`config.mk`:
```
export PLATFORM = sky130hd
export DESIGN_NAME = reset_seq_ctrl
export DESIGN_NICKNAME = d
export VERILOG_FILES = /design/src/rtl/reset_seq_pkg.sv /design/src/rtl/rseq_counter.sv /design/src/rtl/reset_seq_ctrl.sv
export SDC_FILE = /design/constraint.sdc
export NUM_CORES = 1
export LEC_CHECK = 0
export BUFFER_PORTS_ARGS = -buffer_cell sky130_fd_sc_hd__buf_2
export CAP_MARGIN = 20
export CORE_AREA = 2 2 39 41
export DETAILED_ROUTE_END_ITERATION = 8
export DIE_AREA = 0 0 41 43
export HOLD_SLACK_MARGIN = 0.08
export MAX_ROUTING_LAYER = met4
export PLACE_DENSITY = 0.72
export SYNTH_ARGS = -nofsm -noshare
export SYNTH_HDL_FRONTEND = slang
export SYNTH_SLANG_ARGS = --single-unit
```
`constraint.sdc`:
```
create_clock -name i_clk_A -period 2.3 [get_ports i_clk_A]
set_input_delay 0.23 -clock i_clk_A [delete_from_list [all_inputs] [get_ports i_clk_A]]
set_output_delay 0.23 -clock i_clk_A [all_outputs]
set_load 0.05 [all_outputs]
```
`src/rtl/reset_seq_pkg.sv`:
```
// Shared types and helpers for the staged reset-release controller.
// Latency: n/a (types only). Backpressure: n/a.
// Optional feature macro used by the top: RESET_SEQ_SW_REQ_EN.
package reset_seq_pkg;

  // Controller phases: all domains held, staged release, all released.
  typedef enum logic [1:0] {
    ASSERT  = 2'd0,
    RELEASE = 2'd1,
    RUN     = 2'd2
  } rseq_state_t;

  // Counter must hold the larger of the hold and gap terminal values.
  function automatic int rseq_cnt_width(input int hold, input int gap);
    int m;
    m = (hold > gap) ? hold : gap;
    return $clog2(m + 1);
  endfunction

endpackage

```
`src/rtl/rseq_counter.sv`:
```
// Loadable up-counter with terminal-count compare, shared by hold and gap phases.
// Latency: count updates one edge after enable; terminal flag is a compare on the current count.
// Backpressure: none; clear has priority over increment.
module rseq_counter #(
  parameter int W = 4
) (
  input  logic         i_clk,
  input  logic         i_clr,
  input  logic         i_en,
  input  logic [W-1:0] i_tc_val,
  output logic         o_tc
);

  logic [W-1:0] r_cnt;

  // Clear to zero (reset or phase step), otherwise count while enabled.
  always_ff @(posedge i_clk) begin
    if (i_clr) begin
      r_cnt <= '0;
    end else if (i_en) begin
      r_cnt <= r_cnt + W'(1);
    end
  end

  assign o_tc = (r_cnt == i_tc_val);

endmodule

```
`src/rtl/reset_seq_ctrl.sv`:
```
// Staged reset release: holds all domains, releases them one by one, then flags ready.
// Latency: domain k releases HOLD_CYCLES + k*STAGE_GAP edges after reset/restart; ready after N_DOMAINS gaps more.
// Backpressure: sw_req is only honoured in RUN (macro RESET_SEQ_SW_REQ_EN); otherwise it is ignored.
module reset_seq_ctrl
  import reset_seq_pkg::*;
#(
  parameter int N_DOMAINS   = 4,
  parameter int HOLD_CYCLES = 8,
  parameter int STAGE_GAP   = 4
) (
  input  logic                 i_clk_A,
  input  logic                 i_rst,
  input  logic                 i_sw_req,
  output logic                 o_sw_ack,
  output logic [N_DOMAINS-1:0] o_dom_rst_n,
  output logic                 o_ready
);

  localparam int CW = rseq_cnt_width(HOLD_CYCLES, STAGE_GAP);
  localparam int IW = $clog2(N_DOMAINS + 1);
  localparam logic [CW-1:0] HOLD_LAST = CW'(HOLD_CYCLES - 1);
  localparam logic [CW-1:0] GAP_LAST  = CW'(STAGE_GAP - 1);
  localparam logic [IW-1:0] IDX_END   = IW'(N_DOMAINS);

  rseq_state_t          r_state;
  logic [IW-1:0]        r_idx;
  logic [N_DOMAINS-1:0] r_dom_rst_n;
  logic                 r_ready;

  logic                 w_cnt_en;
  logic                 w_cnt_clr;
  logic [CW-1:0]        w_tc_val;
  logic                 w_tc;

`ifdef RESET_SEQ_SW_REQ_EN
  logic r_sw_pend;
  logic r_sw_ack;
  assign o_sw_ack = r_sw_ack;
`else
  logic w_unused_sw_req;
  assign w_unused_sw_req = i_sw_req;
  assign o_sw_ack        = 1'b0;
`endif

  // Counter runs in the hold/gap phases, restarts at each step, and sits at zero in RUN.
  always_comb begin
    w_cnt_en  = (r_state != RUN);
    w_tc_val  = (r_state == ASSERT) ? HOLD_LAST : GAP_LAST;
    w_cnt_clr = i_rst || (r_state == RUN) || (w_tc && w_cnt_en);
  end

  rseq_counter #(
    .W (CW)
  ) u_cnt (
    .i_clk    (i_clk_A),
    .i_clr    (w_cnt_clr),
    .i_en     (w_cnt_en),
    .i_tc_val (w_tc_val),
    .o_tc     (w_tc)
  );

  // Sequencing FSM; every output is a register updated here.
  always_ff @(posedge i_clk_A) begin
    if (i_rst) begin
      r_state     <= ASSERT;
      r_idx       <= '0;
      r_dom_rst_n <= '0;
      r_ready     <= 1'b0;
`ifdef RESET_SEQ_SW_REQ_EN
      r_sw_ack    <= 1'b0;
      r_sw_pend   <= 1'b0;
`endif
    end else begin
`ifdef RESET_SEQ_SW_REQ_EN
      r_sw_ack <= 1'b0;
`endif
      case (r_state)
        ASSERT: begin
          if (w_tc) begin
            r_dom_rst_n[0] <= 1'b1;
            r_idx          <= IW'(1);
            r_state        <= RELEASE;
          end
        end
        RELEASE: begin
          if (w_tc) begin
            if (r_idx < IDX_END) begin
              for (int k = 0; k < N_DOMAINS; k++) begin
                if (r_idx == IW'(k)) begin
                  r_dom_rst_n[k] <= 1'b1;
                end
              end
              r_idx <= r_idx + IW'(1);
            end else begin
              r_state <= RUN;
              r_ready <= 1'b1;
`ifdef RESET_SEQ_SW_REQ_EN
              r_sw_ack  <= r_sw_pend;
              r_sw_pend <= 1'b0;
`endif
            end
          end
        end
        RUN: begin
`ifdef RESET_SEQ_SW_REQ_EN
          if (i_sw_req) begin
            r_state     <= ASSERT;
            r_idx       <= '0;
            r_dom_rst_n <= '0;
            r_ready     <= 1'b0;
            r_sw_pend   <= 1'b1;
          end
`endif
        end
        default: begin
          r_state     <= ASSERT;
          r_idx       <= '0;
          r_dom_rst_n <= '0;
          r_ready     <= 1'b0;
        end
      endcase
    end
  end

  assign o_dom_rst_n = r_dom_rst_n;
  assign o_ready     = r_ready;

endmodule

```
==> results of run 1 <==
-- kinds of logic after synthesis --
| logic type | after synthesis |
|---|---|
| and+or+nand+nor | 26 |
| AOI/OAI and AO/OA | 16 |
| DFF | 14 |
| buffers and inverters | 8 |
| adders and majority gates | 6 |
| xor gates and xnor gates | 2 |
| other | 1 |
| muxes | 1 |
-- cell usage after synthesis --
cell type  instances
dfxtp_1           14
a31oi_1            6
ha_1               6
inv_1              6
nand2_1            4
nor2_1             4
a21oi_1            3
nand3_1            3
nor3_1             3
o211ai_1           3
a211oi_1           2
nand3b_1           2
nand4_1            2
nor2b_1            2
a21bo_2            1
and4bb_2           1
buf_4              1
clkbuf_2           1
conb_1             1
mux2i_1            1
nand2b_1           1
nand4bb_1          1
nand4bb_4          1
o21ai_0            1
or2_2              1
or4_1              1
xnor2_1            1
xor2_1             1
-- final cells by class --
cell class              count  area, µm²  share of cell area (%)
flip-flops and latches     14        280                    36.3
inverters                   6       22.5                    2.92
well taps                  16       20.0                    2.59
clock buffers               4       36.3                    4.70
repair buffers              6       30.0                    3.89
multi-input cells          52        383                    49.6
-- per-layer routing --
layer / global-route usage, % / vias up
li1: - / 281
met5: - / -
met3: 4.71 / 4
met2: 24.4 / 13
met1: 21.0 / 261
met4: 10.0 / 0
-- per-stage QoR --
| step | utilization, % | worst slack, ns |
|---|---|---|
| after global routing | 55.8 | 0.571 |
| after global placement | 53.2 | 0.734 |
| after detailed placement | 53.2 | 0.716 |
| final | 55.8 | 0.693 |
| after CTS | 55.8 | 0.686 |
| after floorplan | - | 0.870 |
-- critical path, cell delays in order, from the launching register on --
cell	delay (ns)
dfxtp_1	0.46
inv_1	0.16
ha_1	0.33
or4_1	0.46
a21oi_1	0.13
-- sequential cells by signal (all words and copies together) (netlist names) --
signal,count
u_cnt.r_cnt,4
r_idx,3
o_dom_rst_n,4
o_ready,1
r_state,2
-- final timing paths --
check	end	cells past startpoint	start	slack (ns)
worst min-delay path	r_idx[0]$_SDFFE_PP0P_	2	i_rst	0.16
worst min register to register	o_dom_rst_n[0]$_SDFFE_PP0P_	2	o_dom_rst_n[0]$_SDFFE_PP0P_	0.46
worst max-delay path	r_idx[2]$_SDFFE_PP0P_	4	r_idx[2]$_SDFFE_PP0P_	0.69
worst max register to register	r_idx[2]$_SDFFE_PP0P_	4	r_idx[2]$_SDFFE_PP0P_	0.69
-- power breakdown --
group	total, mW	internal (mW)	switching [mW]
clock	0.177	0.0964	0.0808
sequential	0.254	0.248	0.00596
combinational	0.0253	0.00964	0.0157
==> key figures, run 1 <==
Min path
  – Hold/Removal Path Class: input pin to flop

Drt
  – Residual DRC: 0
  – DR vias: 559
  – Pre-antenna DRT Iters: 4
  – DR WL met2: 574 µm
  – Initial DRC Count: 11
  – Antenna violation net count after detailed routing: 0
  – Via density: 5.70
  – Wire length on met1: 601 µm
  – WL/cell: 12.8 µm
  – Post-Route WL: 1250 µm
  – Met3 routed wirelength: 52 µm
  – Max Used Layer: met4

Run
  – Max cap viols: 0

Synth
  – Mapped Area: 698 µm²
  – Syn nets: 83
  – Synth warn: 0
  – Largest area contributor in the netlist: dfxtp_1
  – Gate count of the mapped netlist: 74
  – Syn Area/Cell: 9.43 µm²
  – Complex-gate fraction of the synthesized area: 15.1%
  – Combinational family with the most area after synthesis: simple AND/OR/NAND/NOR gates
  – Top-area cell type share of the netlist area: 40.1%
  – Seq/Total Area, Yosys: 40.1%
  – Multiplexer share of the synthesized area: 1.43%
  – Synth cell types: 28
  – Synth Area in Adders: 10.8%
  – Post-Synth Simple-Gate Area: 24.6%
  – Largest cells by area after synthesis: dfxtp_1 (40%), ha_1 (11%), a31oi_1 (5.4%), nand4bb_4 (3.9%), inv_1 (3.2%)
  – Xor-xnor portion of the synthesized cell area: 2.51%
  – Yosys reg bits: 14

CTS
  – Clock latency on the worst-skew pair: 0.28 ns
  – Post-CTS setup buffers: 0
  – Clk buf depth: 2
  – Clock Sinks: 14
  – Clock root buffer: clkbuf_4
  – # H-tree levels: 1
  – CTS tree: built
  – # hold bufs at CTS: 0
  – TritonCTS buffer count: 3
  – # resized after CTS: 0
  – Clk pin slew, worst setup/hold paths: 0.08 ns

Place
  – Detail Placement HPWL: 897 µm
  – PortBufs: 6
  – Area post-placement: 736 µm²
  – Placed Instances: 94
  – Placer Congestion: 0.742

Layout
  – Ratio of cells with drive above 1 in the final layout: 17.1%
  – Final instance area: 772 µm²
  – Area growth, synth to finish: 10.6%
  – Nets: 92
  – Layout fillers: 125
  – Final Non-Filler Cells: 98
  – Diodes inserted: 0
  – Commonest non-fill, non-tap cell in the layout: dfxtp_1
  – Most frequent cells in the layout: dfxtp_1 (14), inv_1 (6), a31oi_1 (6), ha_1 (6), buf_2 (6)

Global routing
  – Pin count of the biggest net entering global routing: 12
  – First-pass GRT wire length: 1970 µm
  – Initial antenna violation count: 0
  – All-Layer GR Usage: 17.2%
  – Congestion Overflow GR: 0
  – Number of global-route vias before repair: 472

Timing
  – Final Max Tran Viols: 0
  – Skew final: 0.000902 ns
  – Min Tclk post-route: 1.61 ns
  – Max Clock Freq: 0.622 GHz
  – Post-route setup TNS: 0 ns
  – RSZ-0062 raised after global routing: no
  – Part of the cycle the worst path needs: 69.9%
  – # setup viols final: 0
  – Hold WS: 0.162 ns
  – Final Hold Viols: 0

Power
  – P_leak: 0.293 nW
  – Pwr Total: 0.456 mW
  – PD cells: 591 nW/µm²
  – Max IR drop VDD: 0.000328 V

Worst setup path
  – Worst Setup Start Kind: flop
  – Crit. End Element: flop
  – Critical Path RT: 2.52 ns
  – Crit-path max FO: 8
  – Setup Crit Path Kind: flop to flop
  – Worst path arrival time: 1.83 ns

Outcome
  – Status: completed

Floorplanning
  – Num rows: 14
  – Core area: 1380 µm²
  – Initial core utilization: 50.5%
  – I/O pin cnt: 9
  – Die area: 1760 µm²
  – Die extent in y: 43 µm
  – Die X: 41 µm
No activity file was read; power rests on OpenSTA's default activity.
==> inputs of run 2 (changes only) <==
Settings changed: ABC_AREA set to 1, CORE_AREA 2 2 39 41 to unset, CORE_UTILIZATION set to 54, DIE_AREA 0 0 41 43 to unset, PLACE_DENSITY 0.72 to 0.74.
Clock period 2.3 ns to 1.5 ns, I/O delays scaled along.
==> key figures, run 2 <==
Outcome
  – Status: completed (unchanged)

Place
  – Placer Congestion: 0.834 (was 0.742)
  – Placed Instances: 125 (was 94)
  – PortBufs: 6 (unchanged)
  – Detail Placement HPWL: 958 µm (was 897 µm)
  – Pre-CTS setup slack: 0.0769 ns (was 0.716 ns)

Synth
  – Synth cell types: 15 (was 28)
  – Largest cells by area after synthesis: dfxtp_1 (38%), nand2_1 (14%), ha_1 (10%), inv_1 (7.7%), a21oi_1 (7.5%) (was dfxtp_1 (40%), ha_1 (11%), a31oi_1 (5.4%), nand4bb_4 (3.9%), inv_1 (3.2%))
  – Top_reg_cell synth: dfxtp_1 (unchanged)
  – Seq/Total Area, Yosys: 38.2% (was 40.1%)
  – Largest area contributor in the netlist: dfxtp_1 (unchanged)
  – Count leader, synth: nand2_1 (was dfxtp_1)
  – Gate count of the mapped netlist: 105 (was 74)
  – Yosys reg bits: 14 (unchanged)
  – Top post-synthesis cells by count: nand2_1 (27), inv_1 (15), dfxtp_1 (14), a21oi_1 (11), nor2_1 (11) (was dfxtp_1 (14), a31oi_1 (6), ha_1 (6), inv_1 (6))
  – Async set-reset flop share out of synthesis: 0% (unchanged)
  – Syn nets: 114 (was 83)
  – Post-synth EDFFs: 0 (unchanged)
  – Synth warn: 0 (unchanged)
  – Mapped Area: 734 µm² (was 698 µm²)
  – Top-area cell type share of the netlist area: 38.2% (was 40.1%)
  – Syn Area/Cell: 6.99 µm² (was 9.43 µm²)

Power
  – Pwr Total: 0.722 mW (was 0.456 mW)
  – PD cells: 837 nW/µm² (was 591 nW/µm²)
  – P_leak: 0.400 nW (was 0.293 nW)
  – Max IR drop VDD: 0.000747 V (was 0.000328 V)

Floorplanning
  – Die extent in y: 38.9 µm (was 43 µm)
  – Initial core utilization: 61.9% (was 50.5%)
  – Core area: 1190 µm² (was 1380 µm²)
  – Num rows: 12 (was 14)
  – I/O pin cnt: 9 (unchanged)
  – Die area: 1510 µm² (was 1760 µm²)
  – Die X: 38.9 µm (was 41 µm)

CTS
  – Clk buf depth: 2 (unchanged)
  – # H-tree levels: 1 (unchanged)
  – TritonCTS buffer count: 3 (unchanged)
  – Clock root buffer: clkbuf_4 (unchanged)
  – Clock latency on the worst-skew pair: 0.28 ns (about the same)
  – Clk pin slew, worst setup/hold paths: 0.09 ns (was 0.08 ns)
  – Clock Sinks: 14 (unchanged)
  – CTS tree: built (unchanged)

Layout
  – Nets: 128 (was 92)
  – Layout fillers: 95 (was 125)
  – Multi-input combinational cell area: 399 µm² (was 383 µm²)
  – Ratio of cells with drive above 1 in the final layout: 16.9% (was 17.1%)
  – Most frequent cells in the layout: nand2_1 (27), inv_1 (15), dfxtp_1 (12) (was dfxtp_1 (14), inv_1 (6), a31oi_1 (6), ha_1 (6), buf_2 (6))
  – FF/Latch Area: 283 µm² (was 280 µm²)
  – Diodes inserted: 0 (unchanged)
  – Area growth, synth to finish: 17.4% (was 10.6%)
  – Final Non-Filler Cells: 132 (was 98)
  – Commonest non-fill, non-tap cell in the layout: nand2_1 (was dfxtp_1)

Global routing
  – Pin count of the biggest net entering global routing: 9 (was 12)
  – First-pass GRT wire length: 2280 µm (was 1970 µm)
  – Number of global-route vias before repair: 536 (was 472)
  – Congestion Overflow GR: 0 (unchanged)
  – All-Layer GR Usage: 23.6% (was 17.2%)
  – Initial antenna violation count: 0 (unchanged)

Min path
  – Min-Delay Startpoint: o_dom_rst_n[3]$_SDFFE_PP0P_ (was i_rst)
  – Hold/Removal Path Class: flop to flop (was input pin to flop)

Drt
  – Post-Route WL: 1390 µm (was 1250 µm)
  – WL/cell: 10.5 µm (was 12.8 µm)
  – DR WL met2: 629 µm (was 574 µm)
  – Max Used Layer: met4 (unchanged)
  – Met3 routed wirelength: 39 µm (was 52 µm)
  – Via density: 5.10 (was 5.70)
  – Pre-antenna DRT Iters: 4 (unchanged)
  – Wire length on met1: 697 µm (was 601 µm)
  – Initial DRC Count: 14 (was 11)
  – Residual DRC: 0 (unchanged)
  – Antenna violation net count after detailed routing: 0 (unchanged)
  – DR vias: 673 (was 559)

Worst setup path
  – R2R Setup Slk: 0.13 ns (was 0.69 ns)
  – Setup Crit Path Kind: flop to flop (unchanged)
  – Crit-path max FO: 5 (was 8)
  – Critical Path RT: 1.73 ns (was 2.52 ns)
  – CP bufs+invs: 1 (unchanged)
  – CP max stage cell: dfxtp_2 (was dfxtp_1)
  – Max stage delay on crit path: 0.37 ns (was 0.46 ns)
  – Worst Setup Start Kind: flop (unchanged)
  – Worst path arrival time: 1.60 ns (was 1.83 ns)
  – Crit. End Element: flop (unchanged)
  – Reg-to-Reg Start: u_cnt.r_cnt[0]$_SDFFE_PP0N_ (was r_idx[2]$_SDFFE_PP0P_)
  – Cell Chain, Critical Path: ha_4 -> inv_1 -> nor2_4 -> a21oi_1 -> nor2_2 -> nand3_1 -> nand2_1 -> nand2_1 -> nor2_1 (was inv_1 -> ha_1 -> or4_1 -> a21oi_1)
  – Setup crit start: u_cnt.r_cnt[0]$_SDFFE_PP0N_ (was r_idx[2]$_SDFFE_PP0P_)
  – Worst path most repeated cell: nand2_1
  – Delay-heaviest family, CP: simple AND/OR/NAND/NOR gates (was flip-flops)

Timing
  – Post-route setup slack: 0.129 ns (was 0.693 ns)
  – Final Max Tran Viols: 0 (unchanged)
  – Final Hold Viols: 0 (unchanged)
  – Min Tclk post-route: 1.37 ns (was 1.61 ns)
  – Post-route setup TNS: 0 ns (unchanged)
  – Max Clock Freq: 0.730 GHz (was 0.622 GHz)
  – Part of the cycle the worst path needs: 91.4% (was 69.9%)
  – Skew final: 0.00494 ns (was 0.000902 ns)
  – Hold WS: 0.446 ns (was 0.162 ns)
  – # setup viols final: 0 (unchanged)

Run
  – Max cap viols: 0 (unchanged)
==> run 2: cell types whose count changed after synthesis, sizes merged, moves of 3 or more <==
cell    previous run  this run
o211ai             3         0
nor2               4        12
nand2              4        27
nor3               3         0
a21oi              3        11
o21ai              1         4
a31oi              6         0
nand3              3        10
inv                6        15
==> run 2: kinds of logic after synthesis <==
kind of cell    Yosys count  share of synthesized area, %
compound gates           15                          10.2
xor+xnor                  1                          1.19
fa+ha+maj                 6                          10.2
buf+inv                  17                          10.2
flops                    14                          38.2
other cells               1                         0.511
simple gates             51                          29.5
==> run 2: cell type report <==
class                           instances  area share (%)
Clock buffer                            4            4.21
Inverter                               15            6.53
Multi-Input combinational cell         74            46.3
Sequential cell                        14            32.8
Tap cell                               14            2.03
Timing Repair Buffer                   11            8.13
==> run 2: timing repair <==
action | 4_1_cts | 5_1_grt
hold endpoints to repair | 3 | 0
endpoints found under the setup margin | 0 | 8
hold buffers | 1 | 0
setup buffers | 0 | 2
resized for setup | 0 | 6
==> run 2: routing by layer <==
metal / up-vias / GRT usage [%]
met3: 4 / 5.20
li1: 358 / -
met2: 13 / 31.7
met5: - / -
met1: 298 / 31.4
met4: 0 / 15.5
==> run 2: path summary, 6_finish.rpt <==
kind / endpoint / cells past startpoint
min: o_dom_rst_n[3]$_SDFFE_PP0P_ / 2
max: r_idx[0]$_SDFFE_PP0P_ / 9
max reg2reg: r_idx[0]$_SDFFE_PP0P_ / 9
min reg2reg: o_dom_rst_n[3]$_SDFFE_PP0P_ / 2
==> run 2: where the power goes <==
part	switching, mW	internal, mW	total (mW)
clock network	0.126	0.148	0.273
logic	0.0324	0.0233	0.0557
registers	0.0111	0.382	0.393
==> run 2: worst reg2reg max path: cells and delay by family, from the launching register on <==
kind	cells	cell delay, ns
DFF	1	0.37
AOI/OAI and AO/OA	1	0.08
and+or+nand+nor	6	0.66
adders and majority gates	1	0.14
buffers and inverters	1	0.06
==> run 2: metrics by stage <==
stage	utilization, %	cell area (µm²)
3_5_place_dp	65.6	778
3_3_place_gp	65.6	778
5_1_grt	72.7	862
6_report	72.7	862
2_1_floorplan	-	734
4_1_cts	69.5	825
